**src/rtl/irq_ack_sequencer_pkg.sv**
```systemverilog
// Shared definitions for the IRQ acknowledge sequencer.
//   state_t      : sequencer states (IDLE, ACK, SAVE, VECTOR, HANDLER, RETURN)
//   PC_SEQ/RET/VEC: encodings of the PC source select
//   IRQ_VECTOR   : handler entry address
//   MODE_IRQ     : CPSR mode field value for IRQ mode
//   irq_mode_psr : CPSR value used on handler entry (I mask set, IRQ mode)
package irq_ack_sequencer_pkg;

  typedef enum logic [2:0] {
    IDLE    = 3'd0,
    ACK     = 3'd1,
    SAVE    = 3'd2,
    VECTOR  = 3'd3,
    HANDLER = 3'd4,
    RETURN  = 3'd5
  } state_t;

  localparam logic [1:0]  PC_SEQ     = 2'b00;
  localparam logic [1:0]  PC_RET     = 2'b10;
  localparam logic [1:0]  PC_VEC     = 2'b11;
  localparam logic [31:0] IRQ_VECTOR = 32'h0000_0018;
  localparam logic [4:0]  MODE_IRQ   = 5'b10010;

  // Handler-entry PSR: keep condition flags and other bits, mask IRQs and
  // switch the mode field to IRQ.
  function automatic logic [31:0] irq_mode_psr(input logic [31:0] psr);
    return {psr[31:8], 1'b1, psr[6:5], MODE_IRQ};
  endfunction

endpackage

```
**src/rtl/irq_ack_sequencer.sv**
```systemverilog
// IRQ acknowledge sequencer.
// Takes an unmasked IRQ at an instruction boundary, acknowledges it, saves
// the return context into banked registers, switches CPSR to IRQ mode,
// vectors the PC to the handler and, on eret, restores PC and CPSR.
// Outputs are decoded from the registered state only (Moore).
//
// Ports:
//   clk        in   clock, rising edge
//   rst        in   synchronous active-high reset
//   INT_irq    in   pending IRQ
//   instr_done in   instruction boundary
//   eret       in   retiring instruction is an IRQ return (with instr_done)
//   pc_next    in   [31:0] next sequential PC
//   cpsr_in    in   [31:0] current CPSR (bit 7 = I mask, 4:0 = mode)
//   INTA_irq   out  acknowledge pulse
//   PC_s       out  [1:0] PC source select
//   Write_PC   out  PC write strobe
//   pc_target  out  [31:0] PC value when Write_PC=1
//   cpsr_wr    out  CPSR write strobe
//   cpsr_out   out  [31:0] CPSR value when cpsr_wr=1
//   lr_irq     out  [31:0] banked IRQ link register
//   spsr_irq   out  [31:0] banked IRQ saved PSR
//   stall      out  freezes fetch/issue
//   in_irq     out  handler executing
//   irq_count  out  [15:0] ACK entries, wrapping (only with IRQ_ACK_STATS_EN)
//
// Build option: define IRQ_ACK_STATS_EN to add the irq_count statistic.
module irq_ack_sequencer
  import irq_ack_sequencer_pkg::*;
(
  input  logic        clk,
  input  logic        rst,
  input  logic        INT_irq,
  input  logic        instr_done,
  input  logic        eret,
  input  logic [31:0] pc_next,
  input  logic [31:0] cpsr_in,
  output logic        INTA_irq,
  output logic [1:0]  PC_s,
  output logic        Write_PC,
  output logic [31:0] pc_target,
  output logic        cpsr_wr,
  output logic [31:0] cpsr_out,
  output logic [31:0] lr_irq,
  output logic [31:0] spsr_irq,
  output logic        stall,
`ifdef IRQ_ACK_STATS_EN
  output logic [15:0] irq_count,
`endif
  output logic        in_irq
);

  state_t state;
  state_t state_next;
  logic   take_irq;

  // Accept only at an instruction boundary with IRQs unmasked.
  assign take_irq = (state == IDLE) && INT_irq && instr_done && !cpsr_in[7];

  // NOTE: sequential state uses non-blocking assignments so every register
  // samples pre-edge values and simulation ordering cannot leak in.
  always_ff @(posedge clk) begin
    if (rst) begin
      state    <= IDLE;
      lr_irq   <= '0;
      spsr_irq <= '0;
    end else begin
      state <= state_next;
      // The context is captured on the edge that enters ACK, so the values
      // belong to the boundary that was interrupted and are already valid
      // while ACK is displayed.
      if (take_irq) begin
        lr_irq   <= pc_next + 32'd4;
        spsr_irq <= cpsr_in;
      end
    end
  end

`ifdef IRQ_ACK_STATS_EN
  always_ff @(posedge clk) begin
    if (rst) begin
      irq_count <= '0;
    end else if (take_irq) begin
      irq_count <= irq_count + 16'd1;
    end
  end
`endif

  // NOTE: every signal driven here gets a default first; a path that left
  // one unassigned would infer a latch.
  always_comb begin
    state_next = state;
    INTA_irq   = 1'b0;
    PC_s       = PC_SEQ;
    Write_PC   = 1'b0;
    pc_target  = '0;
    cpsr_wr    = 1'b0;
    cpsr_out   = '0;
    stall      = 1'b0;
    in_irq     = 1'b0;

    unique case (state)
      IDLE: begin
        // eret is deliberately ignored here.
        if (take_irq) state_next = ACK;
      end
      ACK: begin
        INTA_irq   = 1'b1;
        stall      = 1'b1;
        state_next = SAVE;
      end
      SAVE: begin
        cpsr_wr    = 1'b1;
        cpsr_out   = irq_mode_psr(spsr_irq);
        stall      = 1'b1;
        state_next = VECTOR;
      end
      VECTOR: begin
        PC_s       = PC_VEC;
        Write_PC   = 1'b1;
        pc_target  = IRQ_VECTOR;
        stall      = 1'b1;
        state_next = HANDLER;
      end
      HANDLER: begin
        // INT_irq is not looked at: a request arriving together with eret
        // is picked up from IDLE at the following boundary.
        in_irq = 1'b1;
        if (eret && instr_done) state_next = RETURN;
      end
      RETURN: begin
        PC_s       = PC_RET;
        Write_PC   = 1'b1;
        pc_target  = lr_irq - 32'd4;
        cpsr_wr    = 1'b1;
        cpsr_out   = spsr_irq;
        stall      = 1'b1;
        state_next = IDLE;
      end
      default: state_next = IDLE;
    endcase
  end

endmodule

```
**config.mk**
```make
export PLATFORM = sky130hd
export DESIGN_NAME = irq_ack_sequencer
export DESIGN_NICKNAME = d
export VERILOG_FILES = /design/src/rtl/irq_ack_sequencer_pkg.sv /design/src/rtl/irq_ack_sequencer.sv
export SDC_FILE = /design/constraint.sdc
export NUM_CORES = 1
export LEC_CHECK = 0
export ABC_CLOCK_PERIOD_IN_PS = 3340
export BUFFER_PORTS_ARGS = -buffer_cell sky130_fd_sc_hd__buf_2
export CAP_MARGIN = 20
export CORE_MARGIN = 2
export CORE_UTILIZATION = 30
export CTS_BUF_LIST = sky130_fd_sc_hd__clkbuf_4 sky130_fd_sc_hd__clkbuf_8
export DETAILED_ROUTE_END_ITERATION = 10
export PLACE_DENSITY_LB_ADDON = 0.1
export SYNTH_ARGS = -nofsm -noshare
export SYNTH_HDL_FRONTEND = slang
export SYNTH_SLANG_ARGS = --single-unit
```
**constraint.sdc**
```tcl
create_clock -name clk -period 3.34 [get_ports clk]
set_input_delay 0.334 -clock clk [delete_from_list [all_inputs] [get_ports clk]]
set_output_delay 0.334 -clock clk [all_outputs]
set_load 0.03 [all_outputs]
```
==> impl_metrics.yaml <==
outcome:
  status: "finished, final reports clean"
route:
  ant_nets: 0
  drt_pre_antenna_iters: 4
  drt_first_iter_violations: 204
  vias: 4069
  wl_um: 11900
  wl_per_cell_um: 13.7
  drcViolationCount: 0
  avgViaCountPerCell: 4.69
global_route:
  grtUsageTotal: 0.167
  grt_max_degree: 60
  gr-total-overflow: 0
  grt_pass1_vias: 3354
  antenna_found_initial: 0
  grt_pass1_wl_um: 17500
worst_setup_path:
  worst-path-buf-inv: 1
  worstPathCellList: "or4_4 -> or4_4 -> or3_1 -> a21oi_1 -> buf_2"
  cp-end-kind: "output port"
  worst_path_most_repeated_cell: "or4_4"
  cp-start-kind: "register"
  cp_top_family: "simple AND/OR/NAND/NOR gates"
  path_max_fanout: 10
  worstPathRequired_ns: 3.01
  path_class: "reg2out"
  worst_path_max_delay_cell: "or4_4"
  arrival_ns: 2.67
  cp_slowest_stage_delay_ns: 0.60
synthesis:
  syn_avg_cell_area_um2: 7.55
  synth_ff_type: "dfxtp_1"
  yosysSeqAreaShare: 0.353
  ys_types: 38
  yosys_warnings: 0
  syn_nets: 574
  netlist_instances: 503
  synth_area_um2: 3800
  synth-edff-count: 0
  ys_ff_latch: 67
  async_flop_share: 0
placement:
  globalplace.congestion: 0.813
  hpwlAfterDp_um: 9070
  port_buffers: 203
sta:
  clock.fmax_mhz: 333
  fin_skew_ns: 0.0104
  setup_viol: 0
  fin_crit_ns: 3.00
  period_share: 0.899
  slew_violations: 0
  slew_headroom: 0.299
  worst_pin_slew_ns: 1.05
  hold_viol: 0
  fin_setup_tns_ns: 0
  rsz0062_at_grt: "no"
power_and_ir_drop:
  total_leakage_power_nw: 2.34
  vdd_drop_max_mv: 0.157
  powerDensity_nw_per_um2: 433
floorplan:
  die_x_um: 116
  dieHeight_um: 116
  die_area_um2: 13600
  rows: 41
  core_area_um2: 12500
  io_pins: 204
  initial_utilization: 0.305
clock_network:
  cts_sinks: 67
  root_buffer: "clkbuf_8"
  clk_path_buf_depth: 2
  postCtsSetupRepairBufs: 0
  cts.clk_slew.worst_paths_ns: 0.08
  cts_buffers: 9
  cts_hold_buf: 0
  cts_tree: "yes"
  ctsResizeCount: 0
  h-tree-depth: 3
  clk-insertion-delay-late_ns: 0.35
run:
  drv_cap: 0
min_path:
  min_path_type: "in2reg"
cells_and_area:
  utilization: 0.416
  diodes: 0
  area_growth_pct: 36.7
  nNetsFinal: 762
  fillers: 1344
  mostFrequentLayoutCells: "203 x buf_2, 84 x nand2_1, 67 x dfxtp_1"
  final_common_cell: "buf_2"
  post_route_cells_drive_above_1_share: 0.341
-- synthesized netlist by cell type (2+ instances only) --
| cell | instances | area share |
|---|---|---|
| nand2_1 | 84 | 0.083 |
| dfxtp_1 | 67 | 0.35 |
| nor2_1 | 64 | 0.063 |
| a21oi_1 | 41 | 0.054 |
| a211oi_1 | 29 | 0.057 |
| clkbuf_1 | 29 | 0.029 |
| nor2b_1 | 27 | 0.044 |
| xnor2_1 | 26 | 0.060 |
| xor2_1 | 24 | 0.055 |
| nand3_1 | 14 | 0.018 |
| nand4_1 | 13 | 0.021 |
| nor3_1 | 12 | 0.016 |
| or3_1 | 10 | 0.016 |
| nor4_1 | 7 | 0.012 |
| and3_1 | 6 | 0.0099 |
| and2_1 | 5 | 0.0082 |
| inv_1 | 5 | 0.0049 |
| o21ai_0 | 5 | 0.0066 |
| nor4_2 | 4 | 0.013 |
| or4_1 | 4 | 0.0079 |
| a21o_1 | 3 | 0.0059 |
| and4_1 | 3 | 0.0069 |
| ha_1 | 2 | 0.0066 |
| nand3b_1 | 2 | 0.0040 |
| nor3_2 | 2 | 0.0053 |
| nor3b_1 | 2 | 0.0040 |
| or4_4 | 2 | 0.0059 |
-- report_power, final --
| group | internal [mW] | total, mW | switching (mW) |
|---|---|---|---|
| Combinational | 0.202 | 0.542 | 0.340 |
| Sequential | 0.837 | 0.884 | 0.0468 |
| Clock | 0.494 | 0.822 | 0.328 |
-- area by class of cell --
| class | instances | area, um2 | area share |
|---|---|---|---|
| flip-flops and latches | 67 | 1340 | 0.259 |
| clock inverters | 6 | 115 | 0.0222 |
| inverters | 5 | 18.8 | 0.00362 |
| clock buffers | 9 | 124 | 0.0239 |
| well taps | 172 | 215 | 0.0415 |
| multi-input cells | 399 | 2310 | 0.446 |
| repair buffers | 209 | 1060 | 0.204 |
-- cell families (layout without fill, tap and decap cells) --
| group | Yosys count | after routing | share of synthesized area |
|---|---|---|---|
| simple gates | 265 | 265 | 0.352 |
| compound gates | 82 | 82 | 0.133 |
| flops | 67 | 67 | 0.353 |
| xor+xnor | 50 | 50 | 0.115 |
| buf+inv | 37 | 229 | 0.0396 |
| fa+ha+maj | 2 | 2 | 0.00659 |
-- through the flow --
stage          hold slack [ns]  setup slack [ns]  instance area (um2)  power, mW  cells
2_1_floorplan            0.430             0.473                 3800       1.28    503
3_3_place_gp             0.450             0.723                 4950       1.44    852
3_5_place_dp             0.461             0.706                 4950       1.45    852
4_1_cts                  0.188             0.303                 5190       2.29    867
5_1_grt                  0.189            0.0559                 5190       2.38    867
6_report                 0.210             0.337                 5190       2.25    867
-- registers in the layout (all words and copies together), names as in the netlist --
signal / count
lr_irq: 32
spsr_irq: 32
state: 3
-- layer usage --
layer | up-vias | part of all wire | GRT usage
met3 | 9 | 0.065 | 0.0410
met5 | - | 0 | 0
li1 | 2109 | - | -
met4 | 0 | 0.010 | 0.0452
met1 | 1833 | 0.45 | 0.223
met2 | 118 | 0.47 | 0.270
-- final timing paths --
check | from | slack [ns] | end | cells after the start
setup / recovery | lr_irq[14] | 0.34 | pc_target[23] | 5
hold / removal | cpsr_in[6] | 0.21 | spsr_irq[6] | 3
setup reg to reg | state[2] | 1.55 | lr_irq[18] | 4
hold reg to reg | spsr_irq[14] | 0.47 | spsr_irq[14] | 2
-- worst reg2reg max path: cells and delay by family (launching register included) --
kind | cells | cell delay (ns)
simple gates | 3 | 0.71
flops | 1 | 0.41
buf+inv | 1 | 0.53
Note: power is estimated with default switching activity, not from simulation.
